$ cat src/rtl/dbg_host_if.sv
// dbg_host_if: bundle of the request/response, UART byte and status signals
// of the dbgu32 initiator.
//   slave  : seen from dbg_host (takes requests and rx bytes, drives tx bytes)
//   master : seen from the request source / UART pair / testbench
//   req_*  : request handshake, op/address/write data
//   rsp_*  : completion pulse, read data, error flag
//   tx_*   : byte stream to the UART transmitter (valid/ready)
//   rx_*   : byte strobe from the UART receiver
//   busy   : block is not idle
interface dbg_host_if;
  logic        req_valid;
  logic        req_ready;
  logic [2:0]  req_op;
  logic [31:0] req_adr;
  logic [31:0] req_data;
  logic        rsp_valid;
  logic [31:0] rsp_data;
  logic        rsp_err;
  logic [7:0]  tx_data;
  logic        tx_valid;
  logic        tx_ready;
  logic [7:0]  rx_data;
  logic        rx_valid;
  logic        busy;

  modport slave (
    input  req_valid, req_op, req_adr, req_data, tx_ready, rx_data, rx_valid,
    output req_ready, rsp_valid, rsp_data, rsp_err, tx_data, tx_valid, busy
  );

  modport master (
    output req_valid, req_op, req_adr, req_data, tx_ready, rx_data, rx_valid,
    input  req_ready, rsp_valid, rsp_data, rsp_err, tx_data, tx_valid, busy
  );
endinterface

$ cat src/rtl/dbg_host.sv
// dbg_host: initiator end of the dbgu32 debug link. Turns one parallel
// request into a command frame (cmd byte, optional address and data words,
// LSB first), then collects the reply: 4 data bytes for a read, a single
// ACK byte (0x06) otherwise. Replies are guarded by an inter-byte timeout.
// Ports:
//   clk     : system clock
//   n_reset : asynchronous active-low reset
//   bus     : dbg_host_if.slave (request, response, tx/rx bytes, busy)
module dbg_host #(
  parameter int unsigned TIMEOUT_CYCLES = 16_000
) (
  input  logic       clk,
  input  logic       n_reset,
  dbg_host_if.slave  bus
);

  localparam logic [2:0] S_IDLE = 3'd0;
  localparam logic [2:0] S_CMD  = 3'd1;
  localparam logic [2:0] S_ADR  = 3'd2;
  localparam logic [2:0] S_DATA = 3'd3;
  localparam logic [2:0] S_WAIT = 3'd4;
  localparam logic [2:0] S_DONE = 3'd5;

  localparam int unsigned CW = $clog2(TIMEOUT_CYCLES);
  localparam logic [CW-1:0] CNT_LAST = CW'(TIMEOUT_CYCLES - 1);

  logic [2:0]    state_q, state_d;
  logic [2:0]    op_q, op_d;
  logic [31:0]   adr_q, adr_d;
  logic [31:0]   data_q, data_d;
  logic [1:0]    idx_q, idx_d;
  logic [CW-1:0] cnt_q, cnt_d;
  logic [31:0]   rsp_data_q, rsp_data_d;
  logic          rsp_err_q, rsp_err_d;
  logic [7:0]    tx_byte;
  logic          op_ok;

  assign op_ok = (bus.req_op >= 3'd1) && (bus.req_op <= 3'd5);

  always_comb begin
    state_d    = state_q;
    op_d       = op_q;
    adr_d      = adr_q;
    data_d     = data_q;
    idx_d      = idx_q;
    cnt_d      = cnt_q;
    rsp_data_d = rsp_data_q;
    rsp_err_d  = rsp_err_q;
    case (state_q)
      S_IDLE: if (bus.req_valid) begin
        op_d       = bus.req_op;
        adr_d      = bus.req_adr;
        data_d     = bus.req_data;
        idx_d      = 2'd0;
        rsp_data_d = 32'h0;
        rsp_err_d  = 1'b0;
        if (op_ok) state_d = S_CMD;
        else begin
          // invalid op: report immediately, nothing goes on the wire
          rsp_err_d = 1'b1;
          state_d   = S_DONE;
        end
      end
      S_CMD: if (bus.tx_ready) begin
        cnt_d   = '0;
        state_d = (op_q == 3'd1 || op_q == 3'd2) ? S_ADR : S_WAIT;
      end
      S_ADR: if (bus.tx_ready) begin
        // idx wraps to 0 after byte 3, ready for the next phase
        idx_d = idx_q + 2'd1;
        cnt_d = '0;
        if (idx_q == 2'd3) state_d = (op_q == 3'd1) ? S_DATA : S_WAIT;
      end
      S_DATA: if (bus.tx_ready) begin
        idx_d = idx_q + 2'd1;
        cnt_d = '0;
        if (idx_q == 2'd3) state_d = S_WAIT;
      end
      S_WAIT: begin
        // a byte arriving in the last timeout cycle still counts
        if (bus.rx_valid) begin
          cnt_d = '0;
          if (op_q == 3'd2) begin
            rsp_data_d = {bus.rx_data, rsp_data_q[31:8]};
            idx_d      = idx_q + 2'd1;
            if (idx_q == 2'd3) state_d = S_DONE;
          end else begin
            rsp_err_d = (bus.rx_data != 8'h06);
            state_d   = S_DONE;
          end
        end else if (cnt_q == CNT_LAST) begin
          rsp_err_d = 1'b1;
          state_d   = S_DONE;
        end else begin
          cnt_d = cnt_q + CW'(1);
        end
      end
      S_DONE:  state_d = S_IDLE;
      default: state_d = S_IDLE;
    endcase
  end

  always_ff @(posedge clk or negedge n_reset) begin
    if (!n_reset) begin
      state_q    <= S_IDLE;
      op_q       <= 3'd0;
      adr_q      <= 32'h0;
      data_q     <= 32'h0;
      idx_q      <= 2'd0;
      cnt_q      <= '0;
      rsp_data_q <= 32'h0;
      rsp_err_q  <= 1'b0;
    end else begin
      state_q    <= state_d;
      op_q       <= op_d;
      adr_q      <= adr_d;
      data_q     <= data_d;
      idx_q      <= idx_d;
      cnt_q      <= cnt_d;
      rsp_data_q <= rsp_data_d;
      rsp_err_q  <= rsp_err_d;
    end
  end

  always_comb begin
    tx_byte = 8'h00;
    case (state_q)
      S_CMD:   tx_byte = {5'b0, op_q};
      S_ADR:   tx_byte = adr_q[{idx_q, 3'b000} +: 8];
      S_DATA:  tx_byte = data_q[{idx_q, 3'b000} +: 8];
      default: tx_byte = 8'h00;
    endcase
  end

  // req_ready is gated by n_reset so it reads 0 while reset is held,
  // even though the state register already sits in IDLE.
  assign bus.req_ready = n_reset && (state_q == S_IDLE);
  assign bus.tx_valid  = (state_q == S_CMD) || (state_q == S_ADR) || (state_q == S_DATA);
  assign bus.tx_data   = tx_byte;
  assign bus.rsp_valid = (state_q == S_DONE);
  assign bus.rsp_data  = rsp_data_q;
  assign bus.rsp_err   = rsp_err_q;
  assign bus.busy      = (state_q != S_IDLE);

endmodule

$ cat src/flat_wrapper.sv
// flat-port wrapper written by rule: the top's interface ports become plain ports
module dbg_host_flat 
#(
  parameter int unsigned TIMEOUT_CYCLES = 16_000
)
  (clk, n_reset, bus_req_valid, bus_req_op, bus_req_adr, bus_req_data, bus_tx_ready, bus_rx_data, bus_rx_valid, bus_req_ready, bus_rsp_valid, bus_rsp_data, bus_rsp_err, bus_tx_data, bus_tx_valid, bus_busy);
  dbg_host_if bus_i ();
  input  logic clk;
  input  logic n_reset;
  input wire logic [$bits(bus_i.req_valid)-1:0] bus_req_valid;
  input wire logic [$bits(bus_i.req_op)-1:0] bus_req_op;
  input wire logic [$bits(bus_i.req_adr)-1:0] bus_req_adr;
  input wire logic [$bits(bus_i.req_data)-1:0] bus_req_data;
  input wire logic [$bits(bus_i.tx_ready)-1:0] bus_tx_ready;
  input wire logic [$bits(bus_i.rx_data)-1:0] bus_rx_data;
  input wire logic [$bits(bus_i.rx_valid)-1:0] bus_rx_valid;
  output wire logic [$bits(bus_i.req_ready)-1:0] bus_req_ready;
  output wire logic [$bits(bus_i.rsp_valid)-1:0] bus_rsp_valid;
  output wire logic [$bits(bus_i.rsp_data)-1:0] bus_rsp_data;
  output wire logic [$bits(bus_i.rsp_err)-1:0] bus_rsp_err;
  output wire logic [$bits(bus_i.tx_data)-1:0] bus_tx_data;
  output wire logic [$bits(bus_i.tx_valid)-1:0] bus_tx_valid;
  output wire logic [$bits(bus_i.busy)-1:0] bus_busy;
  assign bus_i.req_valid = bus_req_valid;
  assign bus_i.req_op = bus_req_op;
  assign bus_i.req_adr = bus_req_adr;
  assign bus_i.req_data = bus_req_data;
  assign bus_i.tx_ready = bus_tx_ready;
  assign bus_i.rx_data = bus_rx_data;
  assign bus_i.rx_valid = bus_rx_valid;
  assign bus_req_ready = bus_i.req_ready;
  assign bus_rsp_valid = bus_i.rsp_valid;
  assign bus_rsp_data = bus_i.rsp_data;
  assign bus_rsp_err = bus_i.rsp_err;
  assign bus_tx_data = bus_i.tx_data;
  assign bus_tx_valid = bus_i.tx_valid;
  assign bus_busy = bus_i.busy;
  dbg_host #(.TIMEOUT_CYCLES(TIMEOUT_CYCLES)) u_core (.clk(clk), .n_reset(n_reset), .bus(bus_i));
endmodule
$ cat config.mk
export PLATFORM = sky130hd
export DESIGN_NAME = dbg_host_flat
export DESIGN_NICKNAME = d
export VERILOG_FILES = /design/src/rtl/dbg_host_if.sv /design/src/rtl/dbg_host.sv /design/src/flat_wrapper.sv
export SDC_FILE = /design/constraint.sdc
export NUM_CORES = 1
export LEC_CHECK = 0
export ABC_CLOCK_PERIOD_IN_PS = 2400
export CORE_MARGIN = 4
export CORE_UTILIZATION = 30
export CTS_BUF_LIST = sky130_fd_sc_hd__clkbuf_2 sky130_fd_sc_hd__clkbuf_4 sky130_fd_sc_hd__clkbuf_8
export DETAILED_ROUTE_END_ITERATION = 12
export SETUP_SLACK_MARGIN = 0.3
export SYNTH_ARGS = -nofsm -noshare
export SYNTH_HDL_FRONTEND = slang
export SYNTH_SLANG_ARGS = --single-unit
export TNS_END_PERCENT = 30
$ cat constraint.sdc
create_clock -name clk -period 2.4 [get_ports clk]
set_input_delay 0.36 -clock clk [delete_from_list [all_inputs] [get_ports clk]]
set_output_delay 0.36 -clock clk [all_outputs]
set_load 0.01 [all_outputs]
==> Word level (Yosys, flattened, before mapping) <==
Cells that the tools add are included.
{ "totals": {"wordCells": 90, "out_inout_bits": 45, "ff_bits": 119} }
{ "op_classes": {"shifts": 2, "n_reduce_logical": 18, "n_addsub": 2, "n_lt_le_gt_ge": 2, "eq_ne": 24, "muxes": 34} }
{ "op_table": {"columns": ["operator", "count"], "rows": [
  ["two-way mux 32 bit", 3],
  ["case mux 32 bit (2 select lines)", 1],
  ["variable part select 32 x 6 -> 8 bit", 2],
  ["two-way mux 14 bit", 3],
  ["two-way mux 3 bit", 13],
  ["case mux 14 bit (2 select lines)", 1],
  ["case mux 8 bit (3 select lines)", 1],
  ["case mux 3 bit (5 select lines)", 1],
  ["adder 14 x 1 -> 14 bit, second input constant", 1],
  ["equality test 14 bit, second input constant", 1],
  ["inequality test 2 x 1 -> 1 bit, second input constant", 5],
  ["inequality test 2 bit, second input constant", 5],
  ["equality test 3 x 2 -> 1 bit, second input constant", 3],
  ["two-way mux 2 bit", 4],
  ["inequality test 8 x 3 -> 1 bit, second input constant", 1],
  ["AND reduction 4 bit", 2],
  ["AND reduction 8 bit", 1],
  ["equality test 3 x 1 -> 1 bit, second input constant", 2],
  ["equality test 3 bit, second input constant", 2],
  ["inequality test 3 bit, second input constant", 2],
  ["case mux 2 bit (3 select lines)", 1],
  ["nonzero test 3 bit", 2],
  ["two-way mux 1 bit", 5],
  ["AND reduction 5 bit", 1],
  ["other kinds (15)", 19]
]} }

==> Logic depth before layout (Yosys ltp) <==
Gate-level depths: netlist of run 1.
{ "logic_depth": {"ltp_word": 5, "depth_mapped": 6} }

==> Worst setup path before layout of run 1 <==
Ideal clock, no wire load.
{ "synth_timing": {"path_kind": "flip-flop to output port", "from": "reg u_core.state_q[0]", "to": "out bus_tx_data[3]", "setup_slack_ns": 0.280, "path_stages_with_launch": 6, "path_buffers": 2, "arrival_ns": 1.760, "path_cell_list": "dfrtp_1 nand3b_1 buf_2 buf_2 mux4_2 a22o_1"} }
{ "synth_via": {"elab_chain_cells": 2} }
{ "synth_lines": {"columns": ["item", "line", "rtl"], "rows": [
  ["start: declaration", "dbg_host.sv:27", "logic [2:0] state_q, state_d;"],
  ["start signal: assignment", "dbg_host.sv:114", "state_q <= state_d;"],
  ["equality test 3 x 2 -> 1 bit / equality test 3 x 1 -> 1 bit (equally long branches)", "dbg_host.sv:127", "case (state_q)"],
  ["case mux 8 bit (3 select lines) (*)", "dbg_host.sv:127", null],
  ["end: declaration", "flat_wrapper.sv:21", "output wire logic [$bits(bus_i.tx_data)-1:0] bus_tx_data;"]
]} }
Every way passes the cells marked *; elsewhere a longest branch is shown, timed or not.

==> Final worst setup path of run 1 <==
{ "layout_timing": {"from": "reg u_core.state_q[2]", "to": "out bus_tx_data[5]"} }
The elaborated chain is that of the path after synthesis.

==> run summary, run 1 <==
arrival time worst endpoint: 2.13 ns
GPL Wtd Cong: 0.899
number of synthesized flops with an enable pin: 0
sequential cell area fraction in the yosys report: 51.6%
Post-synth top cells: 119 x dfrtp_1, 75 x mux2_2, 42 x nand2_1
Net Sw Power: 3060 uW
Area contributors post-synth: dfrtp_1 52%, mux2_2 15%, mux4_2 5.1%, nand4_1 3.8%, o21ai_0 3.5%
Final setup violation count: 8
Num CTS Buffers: 17
CP Launch Type: flop
CTS Sinks: 119
CTS Root Cell: clkbuf_8
GRT overflow: 0
Initial Util: 30.6%
Synth area leader: dfrtp_1
post-synthesis async set-or-reset flop share: 100%
wire per inst: 17.9 um
worst min path class: in2async
reg-to-reg slack, setup: 0.34 ns
synth unique cells: 56
Final #Nets: 715
Max Cap Violations: 0
post-route ant nets: 0
critical path endpoint category: output port
P per Cell Area: 1080 nW/um2
die area: 21500 um2
total wire length: 16100 um
run status: finished, violations left
Crit path required time: 2.04 ns
initial antenna violation count: 0
DRC viols: 0
# IOs: 125
most common cell in the netlist: dfrtp_1
Sw Ratio: 35.2%
Die Ht: 147 um
Logic pwr share: 43.2%
Layout area overhead: 39.3%
unrepaired setup endpoints after global routing: true
cell leakage power: 0.00338 uW
Antenna diodes: 0
final hold slack: -0.00825 ns
Core Region: 18800 um2
min cycle time layout: 2.49 ns
maximum root-to-sink buffer count: 2
FF-to-FF End: u_core.state_q[0]$_DFFE_PN0P_
largest net degree at the start of global routing: 120
Vias per Instance: 5.16
Syn Std Cell Area: 5770 um2
fin crit share: 104%
Yosys top cell area share: 51.6%
clk_skew: 0.00834 ns
Iteration-0 DRC Markers: 382
Worst R2R Start: u_core.cnt_q[8]$_DFFE_PN0P_
Synth Warn #: 0
register area: 2980 um2
fmax: 0.402 GHz
setup TNS: -0.459 ns
filler instances: 1761
Worst Tran Pin Value: 0.679 ns
pre-CTS setup slack: 0.0435 ns
Int Pwr: 5630 uW
clock network power share: 19.1%
Reg2Reg Depth: 5
vias in the first global route: 4822
Yosys reg bits: 119
Die X: 147 um
post-synthesis average cell area: 11.7 um2
row count: 50
Reg clk slew, reported paths: 0.07 ns
violated checks: negative hold slack, negative setup slack
Syn Inst Count: 494
ys flop type: dfrtp_1
H-Tree Depth: 4
Worst Path Max Fanout: 5
sequential power share: 37.6%
port bufs: 124
first-pass GRT wire length: 26000 um
dpl hpwl: 11200 um
total global-route track usage: 15.3%
setup ws final: -0.0867 ns
worst skew pair latency: 0.44 ns
post-synthesis net count: 576
hold-fix buffers at CTS: 0
CTS tree: done
Worst slew margin: 54.7%
area of the multi-input gates: 2740 um2
share of cells above drive strength 1: 30.3%
vias: 4665
Pre-Repair DR Iteration Count: 5
VDD IR max: 0.527 mV
Hold Fails Final Rpt: 2
Slew Viols, Final: 0
Setup CP Type: reg2out
what timing repair did:
action,4_1_cts,5_1_grt
resized for setup,65,22
pin swaps,11,5
cloned,2,0
endpoints found under the setup margin,28,26
setup buffers,8,1
flip-flops by register name, summed over array words and instances, names as in the netlist:
signal	flops
u_core.state_q	3
u_core.bus.rsp_data	32
u_core.op_q	3
u_core.bus.rsp_err	1
u_core.adr_q	32
u_core.idx_q	2
u_core.cnt_q	14
u_core.data_q	32
cells by family after synthesis:
family / after synthesis / synth area share [%]
and+or+nand+nor: 148 / 14.1
DFF: 119 / 51.6
AOI/OAI and AO/OA: 92 / 10.5
muxes: 90 / 20.1
buffers and inverters: 42 / 3.10
adders and majority gates: 2 / 0.434
xor gates and xnor gates: 1 / 0.152
stage by stage:
step | power (uW) | cells | utilization [%] | area [um2]
5_1_grt | 9240 | 904 | 42.7 | 8030
2_1_floorplan | 5380 | 494 | - | 5770
6_report | 8680 | 904 | 42.7 | 8030
3_3_place_gp | 6600 | 863 | 39.5 | 7430
3_5_place_dp | 6730 | 863 | 39.5 | 7430
4_1_cts | 8620 | 903 | 42.2 | 7950
placed cells by master (no fill, tap or decap), types with 9 or more instances in the layout:
cell type	count
mux2_2	75
buf_2	11
mux4_2	13
buf_4	19
clkdlybuf4s50_1	111
buf_12	9
o21ai_0	36
nor3_1	11
nand2_1	42
clkbuf_8	22
nand4_1	35
dfrtp_1	118
per-layer routing:
layer | track usage, % | part of all wire [%] | wire length, um | vias to the layer above
met4 | 4.80 | 1.8 | 285 | 0
met3 | 6.55 | 9.5 | 1530 | 20
met1 | 18.6 | 40 | 6470 | 2311
met5 | 0 | 0 | 0 | -
li1 | - | - | - | 2150
met2 | 24.5 | 49 | 7860 | 184
final cells by class:
class | instances | area share (%)
Clock buffer | 24 | 3.96
Clock inverter | 6 | 0.545
Inverter | 5 | 0.234
Multi-Input combinational cell | 333 | 34.2
Sequential cell | 119 | 37.1
Tap cell | 260 | 4.05
Timing Repair Buffer | 157 | 20.0
critical path, stage by stage, from the launching register on:
cell	delay, ns
dfrtp_1	0.37
nand3b_1	0.22
buf_12	0.18
buf_12	0.13
mux4_2	0.41
a22o_1	0.23
buf_2	0.14
worst max-delay path by stage:
stage	startpoint	to	slack, ns
after floorplan	u_core.state_q[0]$_DFFE_PN0P_	bus_tx_data[3]	0.34
after global placement	u_core.state_q[2]$_DFFE_PN0P_	bus_tx_data[2]	0.06
after detailed placement	u_core.state_q[2]$_DFFE_PN0P_	bus_tx_data[2]	0.04
after CTS	u_core.state_q[2]$_DFFE_PN0P_	bus_tx_data[5]	-0.12
after global routing	u_core.state_q[2]$_DFFE_PN0P_	bus_tx_data[5]	-0.19
final	u_core.state_q[2]$_DFFE_PN0P_	bus_tx_data[5]	-0.09
power by group through the flow:
stage	Clock, uW	Combinational (uW)	Sequential [uW]
5_1_grt	1820	4070	3360
3_5_place_dp	0	3420	3310
6_report	1660	3750	3270
4_1_cts	1710	3640	3270
2_1_floorplan	0	2260	3120
3_3_place_gp	0	3320	3280
Note: power is estimated with default switching activity, not from simulation.
==> run 2, diff against run 1 <==
--- a/config.mk
+++ b/config.mk
@@ -6,6 +6,7 @@
 export NUM_CORES = 1
 export LEC_CHECK = 0
 export ABC_CLOCK_PERIOD_IN_PS = 2400
+export CORE_ASPECT_RATIO = 1.5
 export CORE_MARGIN = 4
 export CORE_UTILIZATION = 30
 export CTS_BUF_LIST = sky130_fd_sc_hd__clkbuf_2 sky130_fd_sc_hd__clkbuf_4 sky130_fd_sc_hd__clkbuf_8
==> run summary, run 2 (synthesized netlist as in run 1, its figures left out) <==
port bufs: 124
fmax: 0.404 GHz
Worst R2R Start: u_core.cnt_q[7]$_DFFE_PN0P_
Final Total Pwr: 8980 uW
DRC viols: 0
CTS tree: done
most frequent cells in the layout: 115 x dfrtp_1, 111 x clkdlybuf4s50_1, 74 x mux2_2
Worst Path Max Fanout: 8
fin crit share: 103%
critical path endpoint category: output port
GRT overflow: 0
violated checks: negative setup slack
Iteration-0 DRC Markers: 213
GPL Wtd Cong: 0.870
Pre-Repair DR Iteration Count: 4
CTS Sinks: 119
fin util: 43.1%
Layout area overhead: 39.8%
initial antenna violation count: 0
Num CTS Buffers: 17
Reg2Reg Depth: 5
maximum root-to-sink buffer count: 2
Final setup violation count: 7
Worst path most repeated cell: buf_12
VDD IR max: 0.712 mV
delay-heaviest family, CP: buffers and inverters
worst setup path start: u_core.state_q[2]$_DFFE_PN0P_
cell leakage power: 0.00344 uW
setup ws final: -0.0779 ns
arrival time worst endpoint: 2.12 ns
worst-path cell chain: nand3b_1 -> buf_12 -> buf_12 -> mux4_2 -> a22o_1 -> buf_2
Max Cap Violations: 0
Worst slew margin: 45.2%
Buf/Inv on CP: 3
CTS Root Cell: clkbuf_8
Setup CP Type: reg2out
clk_skew: 0.0123 ns
run status: finished, violations left
Crit path required time: 2.04 ns
CP Launch Type: flop
pre-CTS setup slack: 0.0630 ns
H-Tree Depth: 4
Die X: 121 um
Slew Viols, Final: 0
Vias per Instance: 5.15
filler instances: 1718
share of cells above drive strength 1: 30.1%
Die Ht: 178 um
CP peak stage delay: 0.41 ns
Antenna diodes: 0
dpl hpwl: 12500 um
Hold Fails Final Rpt: 0
Worst Tran Pin Value: 0.822 ns
worst min path class: in2async
post-route cell area: 8060 um2
vias in the first global route: 5160
P per Cell Area: 1110 nW/um2
wire per inst: 18.6 um
Core Region: 18700 um2
die area: 21600 um2
Max stage delay cell, worst path: mux4_2
Final #Nets: 721
most common cell after layout, fill and taps aside: dfrtp_1
unrepaired setup endpoints after global routing: true
min cycle time layout: 2.48 ns
# IOs: 125
FF-to-FF End: u_core.bus.rsp_err$_DFFE_PN0P_
reg-to-reg slack, setup: 0.34 ns
worst skew pair latency: 0.44 ns
Reg clk slew, reported paths: 0.08 ns
first-pass GRT wire length: 27500 um
Placed Instance Area: 7500 um2
largest net degree at the start of global routing: 65
total wire length: 16800 um
Initial Util: 30.9%
total global-route track usage: 16.4%
vias: 4657
post-route ant nets: 0
row count: 61
run 2: cell count changes in the layout (fill, tap and decap cells not counted), moves of 2 or more:
cell,previous run,this run
clkbuf_8,22,18
buf_2,11,8
buf_6,4,6
inv_6,0,4
dfrtp_1,118,115
bufinv_16,0,4
clkinvlp_4,4,2
dlygate4sd2_1,0,2
buf_12,9,6
dfrtp_2,1,4
nor2_1,6,8
buf_4,19,26
nor2_2,5,3
a21oi_1,4,6
run 2: what timing repair did:
action | in CTS | in global routing
buffers inserted | 3 | 1
hold buffers | 1 | 0
setup endpoints to repair | 22 | 21
hold endpoints to repair | 21 | 0
gates cloned | 1 | 0
pin swaps | 4 | 10
gates resized for setup | 54 | 19
run 2: layout make-up:
cell class	instances	area (um2)	area share, %
flip-flops and latches	119	2980	37.0
multi-input cells	333	2690	33.4
repair buffers	163	1610	20.0
well taps	252	315	3.91
clock buffers	19	255	3.17
clock inverters	13	193	2.39
inverters	5	18.8	0.233
run 2: how the worst max path moves through the flow:
stage,to,slack (ns),cells after the start
floorplan,bus_tx_data[3],0.34,5
global placement,bus_tx_data[3],0.1,5
detailed placement,bus_tx_data[3],0.06,5
CTS,bus_tx_data[5],-0.13,6
global route,bus_tx_data[5],-0.20,6
finish,bus_tx_data[5],-0.08,6
run 2: where the power goes:
group / switching, uW / total, uW / internal (uW)
clock network: 859 / 2040 / 1190
logic: 1640 / 3560 / 1920
registers: 630 / 3370 / 2750
run 2: stage by stage:
step           hold slack, ns  TNS (ns)  instances
2_1_floorplan          0.0644         0        494
3_3_place_gp            0.271         0        866
3_5_place_dp            0.276         0        866
4_1_cts                 0.334    -0.750        903
5_1_grt                 0.365     -1.34        904
6_report                0.352    -0.428        904
run 2: routing by layer:
layer	routed length [um]	vias to the layer above	GRT usage (%)	part of all wire, %
li1	-	2165	-	-
met1	6090	2334	17.3	36
met2	9280	137	30.3	55
met3	1150	21	5.77	6.8
met4	329	0	5.28	2.0
met5	0	-	0	0
